<file path="config.mk">
export PLATFORM = sky130hd
export DESIGN_NAME = draw_command_sequencer
export DESIGN_NICKNAME = d
export VERILOG_FILES = /design/src/rtl/taiko_draw_pkg.sv /design/src/rtl/note_dwell_lut.sv /design/src/rtl/draw_command_sequencer.sv
export SDC_FILE = /design/constraint.sdc
export NUM_CORES = 1
export LEC_CHECK = 0
export CAP_MARGIN = 20
export CORE_ASPECT_RATIO = 1.5
export CORE_UTILIZATION = 50
export DETAILED_ROUTE_END_ITERATION = 16
export GPL_ROUTABILITY_DRIVEN = 0
export HOLD_SLACK_MARGIN = 0.05
export PLACE_DENSITY = 0.85
export SLEW_MARGIN = 40
export SYNTH_ARGS = -nofsm -noshare
export SYNTH_HDL_FRONTEND = slang
export SYNTH_SLANG_ARGS = --single-unit
</file>
<file path="constraint.sdc">
create_clock -name CLK -period 4.3 [get_ports CLK]
set_input_delay 0.43 -clock CLK [delete_from_list [all_inputs] [get_ports CLK]]
set_output_delay 0.43 -clock CLK [all_outputs]
set_load 0.02 [all_outputs]
</file>
<file path="src/rtl/taiko_draw_pkg.sv">
// Shared definitions for the frame draw path: command codes, note types,
// per-command dwell lengths and the sequencer state encoding.
package taiko_draw_pkg;

   localparam logic [4:0] CMD_BG        = 5'h01;
   localparam logic [4:0] CMD_NOTE_BASE = 5'h02;
   localparam logic [4:0] CMD_DIGIT1    = 5'h11;
   localparam logic [4:0] CMD_DIGIT2    = 5'h12;
   localparam logic [4:0] CMD_BG2       = 5'h13;
   localparam logic [4:0] CMD_CLEAR     = 5'h14;
   localparam logic [4:0] CMD_PLOT      = 5'h15;
   localparam logic [4:0] CMD_NOP       = 5'h16;
   localparam logic [4:0] CMD_LINE1     = 5'h17;
   localparam logic [4:0] CMD_LINE2     = 5'h18;
   localparam logic [4:0] CMD_LINE3     = 5'h19;

   localparam logic [2:0] NOTE_NONE = 3'd0;
   localparam logic [2:0] RED_S     = 3'd1;
   localparam logic [2:0] BLUE_S    = 3'd2;
   localparam logic [2:0] RED_B     = 3'd3;
   localparam logic [2:0] BLUE_B    = 3'd4;

   localparam logic [11:0] CLEAR_CYCLES = 12'd2268;
   localparam logic [11:0] STRIP_CYCLES = 12'd16;
   localparam logic [11:0] SMALL_CYCLES = 12'd81;
   localparam logic [11:0] BIG_CYCLES   = 12'd169;
   localparam logic [11:0] DIGIT_CYCLES = 12'd35;
   localparam logic [11:0] LINE_CYCLES  = 12'd16;

   localparam logic [3:0] LAST_NOTE_IDX  = 4'd15;
   localparam logic [3:0] LAST_FACE_IDX  = 4'd10;
   localparam logic [3:0] LAST_DIGIT_IDX = 4'd1;
   localparam logic [3:0] LAST_LINE_IDX  = 4'd2;

   typedef enum logic [2:0] {
      ST_IDLE,
      ST_CLEAR,
      ST_NOTE,
      ST_DIGIT,
      ST_LINE,
      ST_DONE
   } draw_state_t;

   // States whose command actually writes pixels.
   function automatic logic is_drawing(input draw_state_t st);
      return (st == ST_CLEAR) || (st == ST_NOTE) || (st == ST_DIGIT) || (st == ST_LINE);
   endfunction

endpackage

</file>
<file path="src/rtl/note_dwell_lut.sv">
// Pixel count of one note slot. Only slots 1..10 can hold a face; slots
// 11..15 are always drawn as a plain strip whatever their type.
module note_dwell_lut
   import taiko_draw_pkg::*;
(
   input  logic [3:0]  idx,
   input  logic [2:0]  note_type,
   output logic [11:0] dwell
);

   // Strip for empty/late slots, small face for the two small types, big otherwise.
   always_comb begin
      dwell = BIG_CYCLES;
      if (idx > LAST_FACE_IDX || note_type == NOTE_NONE) begin
         dwell = STRIP_CYCLES;
      end else if (note_type == RED_S || note_type == BLUE_S) begin
         dwell = SMALL_CYCLES;
      end
   end

endmodule

</file>
<file path="src/rtl/draw_command_sequencer.sv">
// Frame draw program: clear strip, 15 notes, 2 score digits, 3 drum lines.
//
// state | meaning
// IDLE  | NOP on the bus, waiting for frame_tick
// CLEAR | strip clear, CLEAR_CYCLES pixels
// NOTE  | note idx (1..15), dwell from the note type latched on entry
// DIGIT | score digit idx (0..1)
// LINE  | drum line idx (0..2)
// DONE  | single NOP cycle flagging frame_done
module draw_command_sequencer
   import taiko_draw_pkg::*;
(
   input  logic        CLK,
   input  logic        reset,
   input  logic        enable,
   input  logic        frame_tick,
   input  logic [44:0] note_types,
   output logic [4:0]  command,
   output logic        plot,
   output logic        busy,
   output logic        frame_done,
   output logic        overrun
);

   draw_state_t state_q, state_d;
   logic [3:0]  idx_q, idx_d;
   logic [11:0] cnt_q, cnt_d;
   logic [2:0]  type_q, type_d;
   logic [11:0] note_dwell;
   logic [11:0] dwell;
   logic        last_pixel;
   logic [2:0]  note_type_at [16];

   note_dwell_lut u_note_dwell_lut (
      .idx       (idx_q),
      .note_type (type_q),
      .dwell     (note_dwell)
   );

   // Unpack the 15 three-bit note types; slot 0 is unused padding.
   always_comb begin
      note_type_at[0] = NOTE_NONE;
      for (int n = 1; n < 16; n++) begin
         note_type_at[n] = note_types[3*n-3 +: 3];
      end
   end

   // Dwell of the command currently on the bus and its terminal-count compare.
   always_comb begin
      dwell = 12'd1;
      unique case (state_q)
         ST_CLEAR: dwell = CLEAR_CYCLES;
         ST_NOTE:  dwell = note_dwell;
         ST_DIGIT: dwell = DIGIT_CYCLES;
         ST_LINE:  dwell = LINE_CYCLES;
         default:  dwell = 12'd1;
      endcase
      last_pixel = (cnt_q == dwell - 12'd1);
   end

   // Next state; everything freezes while enable is low.
   always_comb begin
      state_d = state_q;
      idx_d   = idx_q;
      cnt_d   = cnt_q;
      type_d  = type_q;
      if (enable) begin
         unique case (state_q)
            ST_IDLE: begin
               if (frame_tick) begin
                  state_d = ST_CLEAR;
                  idx_d   = 4'd0;
                  cnt_d   = 12'd0;
               end
            end
            ST_CLEAR: begin
               if (last_pixel) begin
                  state_d = ST_NOTE;
                  idx_d   = 4'd1;
                  cnt_d   = 12'd0;
                  type_d  = note_type_at[1];
               end else begin
                  cnt_d = cnt_q + 12'd1;
               end
            end
            ST_NOTE: begin
               if (last_pixel) begin
                  cnt_d = 12'd0;
                  if (idx_q == LAST_NOTE_IDX) begin
                     state_d = ST_DIGIT;
                     idx_d   = 4'd0;
                  end else begin
                     idx_d  = idx_q + 4'd1;
                     type_d = note_type_at[idx_q + 4'd1];
                  end
               end else begin
                  cnt_d = cnt_q + 12'd1;
               end
            end
            ST_DIGIT: begin
               if (last_pixel) begin
                  cnt_d = 12'd0;
                  if (idx_q == LAST_DIGIT_IDX) begin
                     state_d = ST_LINE;
                     idx_d   = 4'd0;
                  end else begin
                     idx_d = idx_q + 4'd1;
                  end
               end else begin
                  cnt_d = cnt_q + 12'd1;
               end
            end
            ST_LINE: begin
               if (last_pixel) begin
                  cnt_d = 12'd0;
                  if (idx_q == LAST_LINE_IDX) begin
                     state_d = ST_DONE;
                     idx_d   = 4'd0;
                  end else begin
                     idx_d = idx_q + 4'd1;
                  end
               end else begin
                  cnt_d = cnt_q + 12'd1;
               end
            end
            ST_DONE: state_d = ST_IDLE;
            default: state_d = ST_IDLE;
         endcase
      end
   end

   // Command bus and status decoded from the held state.
   always_comb begin
      command    = CMD_NOP;
      busy       = (state_q != ST_IDLE);
      frame_done = (state_q == ST_DONE);
      unique case (state_q)
         ST_CLEAR: command = CMD_CLEAR;
         ST_NOTE:  command = CMD_NOTE_BASE + {1'b0, idx_q} - 5'd1;
         ST_DIGIT: command = (idx_q == 4'd0) ? CMD_DIGIT1 : CMD_DIGIT2;
         ST_LINE:  command = CMD_LINE1 + {1'b0, idx_q};
         default:  command = CMD_NOP;
      endcase
   end

   // Sequencer registers.
   always_ff @(posedge CLK or posedge reset) begin
      if (reset) begin
         state_q <= ST_IDLE;
         idx_q   <= 4'd0;
         cnt_q   <= 12'd0;
         type_q  <= NOTE_NONE;
      end else begin
         state_q <= state_d;
         idx_q   <= idx_d;
         cnt_q   <= cnt_d;
         type_q  <= type_d;
      end
   end

   // plot trails the command by one cycle to line up with the Processor's
   // registered pixel outputs; overrun latches any tick that lands mid-frame.
   always_ff @(posedge CLK or posedge reset) begin
      if (reset) begin
         plot    <= 1'b0;
         overrun <= 1'b0;
      end else begin
         plot    <= enable && is_drawing(state_q);
         overrun <= overrun || (frame_tick && busy);
      end
   end

endmodule

</file>
==> reports/metrics.yaml, run 1 <==
status: "complete, no violations"
vias: 2372
path_class: "reg2reg"
drive_above_1_share: 0.0964
cts_setup_buffers: 0
synthAdderAreaFrac: 0.0320
synthMuxAreaShare: 0.151
clk_path_buf_depth: 2
relSlewSlack: 0.585
vias_per_cell: 6.24
synth_area_leaders: "dfrtp_1, mux4_2, o21ai_0"
placed_cell_area_sq_um: 2930
busiest_layer: "met2"
slowest_delay_ns: 0.62
grt-ovfl-total: 0
clock_sinks: 24
use_met2: 0.491
die_h_microns: 85.9
synth_compound_area_frac: 0.238
crit_path_cell_trace: "nor2_2 > nand2_1 > o21ai_0 > ha_1 > mux2_2 > a221o_1 > a211o_1 > xnor2_1 > nand2b_1 > a21oi_4 > mux2_1"
cp_data_arrival_time_ns: 4.03
synth_xor_area_frac: 0.0448
grt_max_degree: 25
p_int_uw: 566
routedWlPerCell_microns: 16.1
grt_antenna_before_repair: 0
synth_edf_count: 0
ys_types: 58
root_buffer: "clkbuf_8"
fin_crit_sh: 0.899
switching_power_uw: 277
nets: 388
fmax_ghz: 0.259
die_area_sq_um: 4980
cts_buffers: 3
start_util: 0.521
synthCells: 285
synth_most_common_cell: "nand2_1"
period_needed_ns: 3.87
io_buffers: 57
yosysWarnings: 0
power.share.sequential: 0.320
crit_family: "compound AO/OA/AOI/OAI gates"
cts_tree: "yes"
area_delta_synth_final_pct: 28.1
netlist_area_sq_um: 2350
n_antenna_cell: 0
finalHoldViolCount: 0
drt_first_pass_iters: 4
grt_pass1_wl_microns: 10300
min-delay-path-class: "reg2reg"
fin_setup_tns_ns: 0
cts_resized: 0
multi_input_area_sq_um: 1610
yosys.area.top_type: "dfrtp_1"
end_kind: "register"
wl_microns: 6100
cts.htree.levels: 1
drtIter0Drc: 148
drt.antenna.violating_nets: 0
worstMarginPinSlew_ns: 0.623
place_hpwl_microns: 4810
ys_ff_latch: 24
yosys.area.top_type_share: 0.256
rows: 30
clk_pin_slew_ns: 0.09
swShare: 0.329
cp.required_ns: 4.46
synth_nets: 340
hp-start: "overrun"
gr-usage-met1: 0.303
syn_avg_cell_area_sq_um: 8.23
r2r-start: "state_q[0]"
synth_top_family_by_area: "compound AO/OA/AOI/OAI gates"
netlist_top_cells_count: "nand2_1, dfrtp_1, nor2_1"
cp.buffers_inverters: 0
combPwrFrac: 0.438
cts_hold_buf: 0
cp_max_fo: 21
power.share.clock: 0.242
finalPower_uw: 842
seq_area_frac_synth: 0.256
powerDensity_nw_per_um2: 280
grt_pass1_vias: 2320
num_io_pins: 58
register_area_sq_um: 601
clk_latency_ns: 0.27
fill_cells: 356
chipWidth_microns: 57.9
startpoint_type: "register"
grtUsageMet3: 0.0271
yosys.area_share.simple: 0.222
finalSetupViolations: 0
drc_errors: 0
power.ir.vdd_worst_v: 0.000249
slew_violations: 0
holdWs_ns: 0.466
rsz0062_at_grt: "no"
grt_usage: 0.259
synthFlopType: "dfrtp_1"
p_leak_nw: 1.24
async_flop_share: 1.00
core_area_sq_um: 4500
cp-startpoint: "state_q[0]"
final_area_sq_um: 3000
fin_skew_ns: 0.00402
cp_slowest_cell: "dfrtp_1"
max_cap_viol_count: 0
final cells by class:
| cell class | instances | share of cell area |
|---|---|---|
| clock buffers | 3 | 0.0137 |
| clock inverters | 1 | 0.0100 |
| inverters | 9 | 0.0112 |
| multi-input cells | 230 | 0.537 |
| flip-flops and latches | 24 | 0.200 |
| well taps | 48 | 0.0200 |
| repair buffers | 65 | 0.208 |
layout by cell type, fill, tap and decap left out, types with 5 or more instances in the layout:
master / count
a21oi_1: 17
mux2i_1: 5
mux4_2: 9
nand3_1: 14
o21ai_1: 5
xnor2_1: 7
dfrtp_1: 24
buf_4: 6
xor2_1: 5
nor2_1: 24
ha_1: 6
nand2_1: 28
o21ai_0: 22
mux2_1: 5
clkdlybuf4s50_1: 57
inv_1: 7
or3_1: 7
nand2b_1: 6
nor2b_1: 5
per-layer routing:
metal	part of all wire	wire length [microns]
met1	0.39	2400
met2	0.56	3390
met3	0.035	215
met4	0.016	98
met5	0	0
stage by stage:
step                setup WS (ns)   util  std cells
CTS                         0.463  0.667        380
detailed placement          0.485  0.651        376
floorplan                   0.393      -        285
finish                      0.433  0.667        380
global placement            0.595  0.649        374
global route                0.132  0.667        380
flip-flops by register name (all words and copies together), names as in the netlist:
register / count
plot: 1
type_q: 3
state_q: 3
overrun: 1
idx_q: 4
cnt_q: 12
path summary, 6_finish.rpt:
| check | slack (ns) | cells past startpoint | end |
|---|---|---|---|
| min in group asynchronous | 0.50 | 2 | cnt_q[9] |
| max in group asynchronous | 3.44 | 2 | type_q[0] |
| max reg2reg | 0.43 | 11 | idx_q[3] |
| min | 0.47 | 1 | overrun |
| max | 0.43 | 11 | idx_q[3] |
| min reg2reg | 0.47 | 1 | overrun |
power by group through the flow:
| stage | registers, mW | logic [mW] | clock network [mW] |
|---|---|---|---|
| finish | 0.270 | 0.369 | 0.204 |
| global route | 0.274 | 0.410 | 0.208 |
| CTS | 0.269 | 0.369 | 0.205 |
| detailed placement | 0.274 | 0.367 | 0 |
| global placement | 0.273 | 0.360 | 0 |
| floorplan | 0.265 | 0.264 | 0 |
cell families after synthesis:
family,after synthesis
AOI/OAI and AO/OA,84
adders and majority gates,6
buffers and inverters,31
DFF,24
xor gates and xnor gates,12
and+or+nand+nor,105
muxes,23
Power figures use the tool's default switching activity.
==> inputs of run 2 (changes only) <==
MAX_ROUTING_LAYER = met4   (was unset)
==> run 2 against run 1 <==
- clock power about the same
- hold slack got worse by 0.00073 ns
- highest routed layer unchanged
- fmax decreased by 0.27%
- final area unchanged
- largest power group unchanged
- clock skew decreased by 0.0018 ns
==> reports/metrics.yaml, run 2 (synthesis gave the netlist of run 1 again) <==
cp_max_fo: 21  # unchanged
rsz0062_at_grt: "no"
hold_depth: 1  # unchanged
combPwrFrac: 0.438  # about the same
fill_cells: 356  # unchanged
cts_buffers: 3  # unchanged
num_io_pins: 58  # unchanged
cts_hold_buf: 0  # unchanged
end_kind: "register"
grt_usage: 0.267  # +0.00754
cts_setup_buffers: 0  # unchanged
drive_above_1_share: 0.0964  # unchanged
grt-ovfl-total: 0  # unchanged
cp_data_arrival_time_ns: 4.04  # about the same
clk_latency_ns: 0.27  # about the same
rows: 30  # unchanged
worstMarginPinSlew_ns: 0.635  # +0.0127 ns
routedWlPerCell_microns: 16.1  # +0.51%
clk_pin_slew_ns: 0.09  # about the same
die_area_sq_um: 4980  # unchanged
r2r-start: "state_q[0]"
p_int_uw: 566  # about the same
holdPathEnd: "overrun"
placed_cell_area_sq_um: 2930  # unchanged
fin_skew_ns: 0.00225  # -0.00177 ns
drt_first_pass_iters: 5  # +1
r2r_cells: 11  # unchanged
crit_path_cell_trace: "nor2_2 > nand2_1 > o21ai_0 > ha_1 > mux2_2 > a221o_1 > a211o_1 > xnor2_1 > nand2b_1 > a21oi_4 > mux2_1"
n_antenna_cell: 0  # unchanged
grt_max_degree: 25  # unchanged
drc_errors: 0  # unchanged
power.share.clock: 0.242  # about the same
wl_microns: 6130  # +0.51%
final_cell_mix: "clkdlybuf4s50_1, nand2_1, nor2_1, dfrtp_1, o21ai_0"
grt_pass1_wl_microns: 10300  # about the same
chipWidth_microns: 57.9  # unchanged
drtIter0Drc: 138  # -6.8%
use_met2: 0.489  # -0.00209
hp-start: "overrun"
cts_tree: "yes"
cp_slowest_cell: "dfrtp_1"
fin_setup_tns_ns: 0  # unchanged
fmax_ghz: 0.258  # -0.27%
drt.antenna.violating_nets: 0  # unchanged
swShare: 0.329  # +0.000466
powerDensity_nw_per_um2: 281  # about the same
largest_reg_flops: 12  # unchanged
cp.required_ns: 4.46  # about the same
busiest_layer: "met2"
area_delta_synth_final_pct: 28.1  # unchanged
grt_pass1_vias: 2317  # -0.13%
status: "complete, no violations"
finalSetupViolations: 0  # unchanged
power.share.sequential: 0.321  # about the same
vias_per_cell: 6.19  # -0.80%
final_common_cell: "clkdlybuf4s50_1"
cts_resized: 0  # unchanged
switching_power_uw: 277  # +0.21%
root_buffer: "clkbuf_8"
grt_antenna_before_repair: 0  # unchanged
min-delay-path-class: "reg2reg"
layoutNonFillerInstCount: 380  # unchanged
relSlewSlack: 0.576  # -0.00846
fin_crit_sh: 0.902  # +0.00244
regMostFlops: "cnt_q"
grtUsageMet3: 0.0241  # -0.00302
clk_path_buf_depth: 2  # unchanged
place_hpwl_microns: 4810  # unchanged
register_area_sq_um: 601  # unchanged
vias: 2353  # -0.80%
core_area_sq_um: 4500  # unchanged
clock_sinks: 24  # unchanged
die_h_microns: 85.9  # unchanged
reg2reg_slack_ns: 0.42  # about the same
gr-usage-met1: 0.307  # +0.00382
final_area_sq_um: 3000  # unchanged
io_buffers: 57  # unchanged
r2r_end: "idx_q[3]"
top_regs: "cnt_q: 12 flops, idx_q: 4 flops"
period_needed_ns: 3.88  # +0.0105 ns
multi_input_area_sq_um: 1610  # unchanged
max_cap_viol_count: 0  # unchanged
slowest_delay_ns: 0.63  # about the same
dpl.cell_count: 376  # unchanged
slew_violations: 0  # unchanged
power.ir.vdd_worst_v: 0.000246  # -1.2%
start_util: 0.521  # unchanged
path_class: "reg2reg"
cts.htree.levels: 1  # unchanged
finalHoldViolCount: 0  # unchanged
nets: 388  # unchanged
startpoint_type: "register"
p_leak_nw: 1.24  # unchanged
-- run 2: per-stage QoR --
stage	hold slack, ns	worst slack, ns	power (mW)	utilization
after floorplan	0.445	0.393	0.529	-
after global placement	0.436	0.595	0.633	0.649
after detailed placement	0.450	0.485	0.641	0.651
after CTS	0.472	0.463	0.843	0.667
after global routing	0.499	0.139	0.893	0.667
final	0.465	0.423	0.843	0.667
-- run 2: area by class of cell --
cell class | instances | share of cell area
timing repair buffer | 65 | 0.208
inverter | 9 | 0.0112
sequential | 24 | 0.200
clock inverter | 1 | 0.0100
multi-input combinational | 230 | 0.537
clock buffer | 3 | 0.0137
tap | 48 | 0.0200
-- run 2: layer usage --
| layer | wire length [microns] | share of wire |
|---|---|---|
| met1 | 2420 | 0.39 |
| met2 | 3370 | 0.55 |
| met3 | 262 | 0.043 |
| met4 | 87 | 0.014 |
| met5 | 0 | 0 |
-- run 2: how the worst max path moves through the flow --
stage	from	end	slack (ns)	depth (start not counted)
final	state_q[0]	idx_q[3]	0.42	11
after global routing	state_q[0]	idx_q[3]	0.14	12
after CTS	state_q[0]	idx_q[3]	0.46	11
after detailed placement	state_q[0]	idx_q[3]	0.49	11
after global placement	state_q[0]	idx_q[3]	0.59	11
after floorplan	idx_q[0]	idx_q[0]	0.39	18
-- run 2: critical path, delay by kind of cell, from the launching register on --
family          cells  cell delay (ns)
mux                 2             0.71
compound gates      4             1.03
simple gates        3             0.87
fa+ha+maj           1             0.34
xor+xnor            1             0.19
flops               1             0.63
-- run 2: power groups by stage --
stage	Sequential [mW]	Clock (mW)	Combinational [mW]
6_report	0.270	0.204	0.369
2_1_floorplan	0.265	0	0.264
4_1_cts	0.269	0.205	0.369
5_1_grt	0.274	0.209	0.410
3_5_place_dp	0.274	0	0.367
3_3_place_gp	0.273	0	0.360
==> inputs of run 3 (changes only) <==
PLACE_DENSITY = 0.84   (was 0.85)
==> run 3 against run 2 <==
- cell count shrank 0.26%
- power shrank 7.7%
- clock skew grew 0.0046 ns
- critical path type unchanged
==> reports/metrics.yaml, run 3 (synthesis gave the netlist of run 1 again) <==
drt_first_pass_iters: 4  # -1
cts_resized: 0  # unchanged
final_common_cell: "clkdlybuf4s50_1"
clk_pin_slew_ns: 0.08  # about the same
grt_pass1_wl_microns: 10500  # +1.1%
worstMarginPinSlew_ns: 0.606  # -0.0296 ns
path_class: "reg2reg"
period_needed_ns: 3.84  # -0.0362 ns
reg2reg_slack_ns: 0.46  # +0.04 ns
top_layer: "met4"
fin_setup_tns_ns: 0  # unchanged
power.ir.vdd_worst_v: 0.000219  # -11%
grt_usage: 0.272  # +0.00532
wl_microns: 6110  # -0.42%
grt_pass1_vias: 2390  # +3.2%
top_regs: "cnt_q: 12 flops, idx_q: 4 flops"
slew_violations: 0  # unchanged
cp.required_ns: 4.46  # about the same
combPwrFrac: 0.473  # +0.035
cts.htree.levels: 1  # unchanged
final_cell_mix: "clkdlybuf4s50_1, nand2_1, nor2_1, dfrtp_1, o21ai_0"
clock_sinks: 24  # unchanged
cts_buffers: 3  # unchanged
drive_above_1_share: 0.0937  # -0.00273
clk_latency_ns: 0.27  # about the same
cts_setup_buffers: 0  # unchanged
hp-start: "overrun"
regMostFlops: "cnt_q"
core_area_sq_um: 4500  # unchanged
switching_power_uw: 274  # -1.3%
p_int_uw: 504  # -11%
root_buffer: "clkbuf_8"
power.share.sequential: 0.348  # +0.027
final_util: 0.660  # -0.00667
grt-ovfl-total: 0  # unchanged
largest_reg_flops: 12  # unchanged
end_kind: "register"
drtIter0Drc: 142  # +2.9%
power.share.clock: 0.180  # -0.062
rsz0062_at_grt: "no"
fmax_ghz: 0.260  # +0.94%
finalSetupViolations: 0  # unchanged
grt_antenna_before_repair: 0  # unchanged
startpoint_type: "register"
met3_length_microns: 234  # -11%
nets: 388  # unchanged
vias: 2326  # -1.1%
rows: 30  # unchanged
place_hpwl_microns: 4890  # +1.6%
n_antenna_cell: 0  # unchanged
holdWs_ns: 0.468  # +0.00309 ns
fin_crit_sh: 0.893  # -0.00841
vias_per_cell: 6.14  # -0.89%
die_area_sq_um: 4980  # unchanged
die_h_microns: 85.9  # unchanged
area_delta_synth_final_pct: 26.8
cts_hold_buf: 0  # unchanged
cp_max_fo: 21  # unchanged
grt_max_degree: 25  # unchanged
start_util: 0.521  # unchanged
min-delay-path-class: "reg2reg"
fin_skew_ns: 0.00690  # +0.00465 ns
chipWidth_microns: 57.9  # unchanged
powerDensity_nw_per_um2: 262  # -6.8%
p_leak_nw: 1.23  # -1.1%
r2r-start: "state_q[0]"
max_cap_viol_count: 0  # unchanged
cts_tree: "yes"
cp-startpoint: "state_q[0]"
routedWlPerCell_microns: 16.1  # -0.16%
wl_met1_microns: 2450  # +1.1%
drt.antenna.violating_nets: 0  # unchanged
finalHoldViolCount: 0  # unchanged
io_buffers: 57  # unchanged
drc_errors: 0  # unchanged
status: "complete, no violations"
dr_wl_met2_microns: 3290  # -2.3%
clk_path_buf_depth: 2  # unchanged
swShare: 0.352  # +0.0229
cp_data_arrival_time_ns: 4.00  # -0.04 ns
relSlewSlack: 0.596  # +0.0198
num_io_pins: 58  # unchanged
## run 3: cell count changes in the layout (fill, tap and decap cells not counted), sizes merged
cell / previous run / this run
bufinv: 1 / 0
## run 3: final timing paths
| path | endpoint | cells after the start |
|---|---|---|
| max | idx_q[0] | 11 |
| min | overrun | 1 |
| min in group asynchronous | idx_q[1] | 2 |
| min reg2reg | overrun | 1 |
| max in group asynchronous | idx_q[2] | 2 |
| max reg2reg | idx_q[0] | 11 |
## run 3: critical path, cell delays in order (launching register included)
cell	delay (ns)
dfrtp_1	0.61
nor2_2	0.37
nand2_1	0.21
o21ai_0	0.14
ha_1	0.33
mux2_2	0.37
a221o_1	0.34
a211o_1	0.27
xnor2_1	0.19
nand2b_1	0.28
a21oi_4	0.28
mux2_1	0.34
## run 3: metal layers
| metal | GRT usage | vias up |
|---|---|---|
| met5 | - | - |
| met4 | 0.0931 | 0 |
| met1 | 0.304 | 1106 |
| met2 | 0.492 | 63 |
| li1 | - | 1141 |
| met3 | 0.0271 | 16 |
## run 3: power by group through the flow
stage | clock (mW) | sequential, mW | combinational, mW
detailed placement | 0 | 0.275 | 0.368
floorplan | 0 | 0.265 | 0.264
CTS | 0.139 | 0.270 | 0.369
global route | 0.145 | 0.274 | 0.408
finish | 0.140 | 0.271 | 0.368
global placement | 0 | 0.273 | 0.359
## run 3: final cells by class
class	count	area, sq um
clock buffer	3	41.3
fill	363	1530
inverter	9	33.8
multi-input combinational	230	1610
sequential	24	601
tap	48	60.1
timing repair buffer	65	626
## run 3: through the flow
stage | worst slack (ns) | total power [mW] | instance area (sq um) | instances
after floorplan | 0.393 | 0.529 | 2350 | 285
after global placement | 0.598 | 0.632 | 2920 | 374
after detailed placement | 0.493 | 0.643 | 2930 | 376
after CTS | 0.477 | 0.778 | 2970 | 379
after global routing | 0.164 | 0.827 | 2970 | 379
final | 0.459 | 0.778 | 2970 | 379
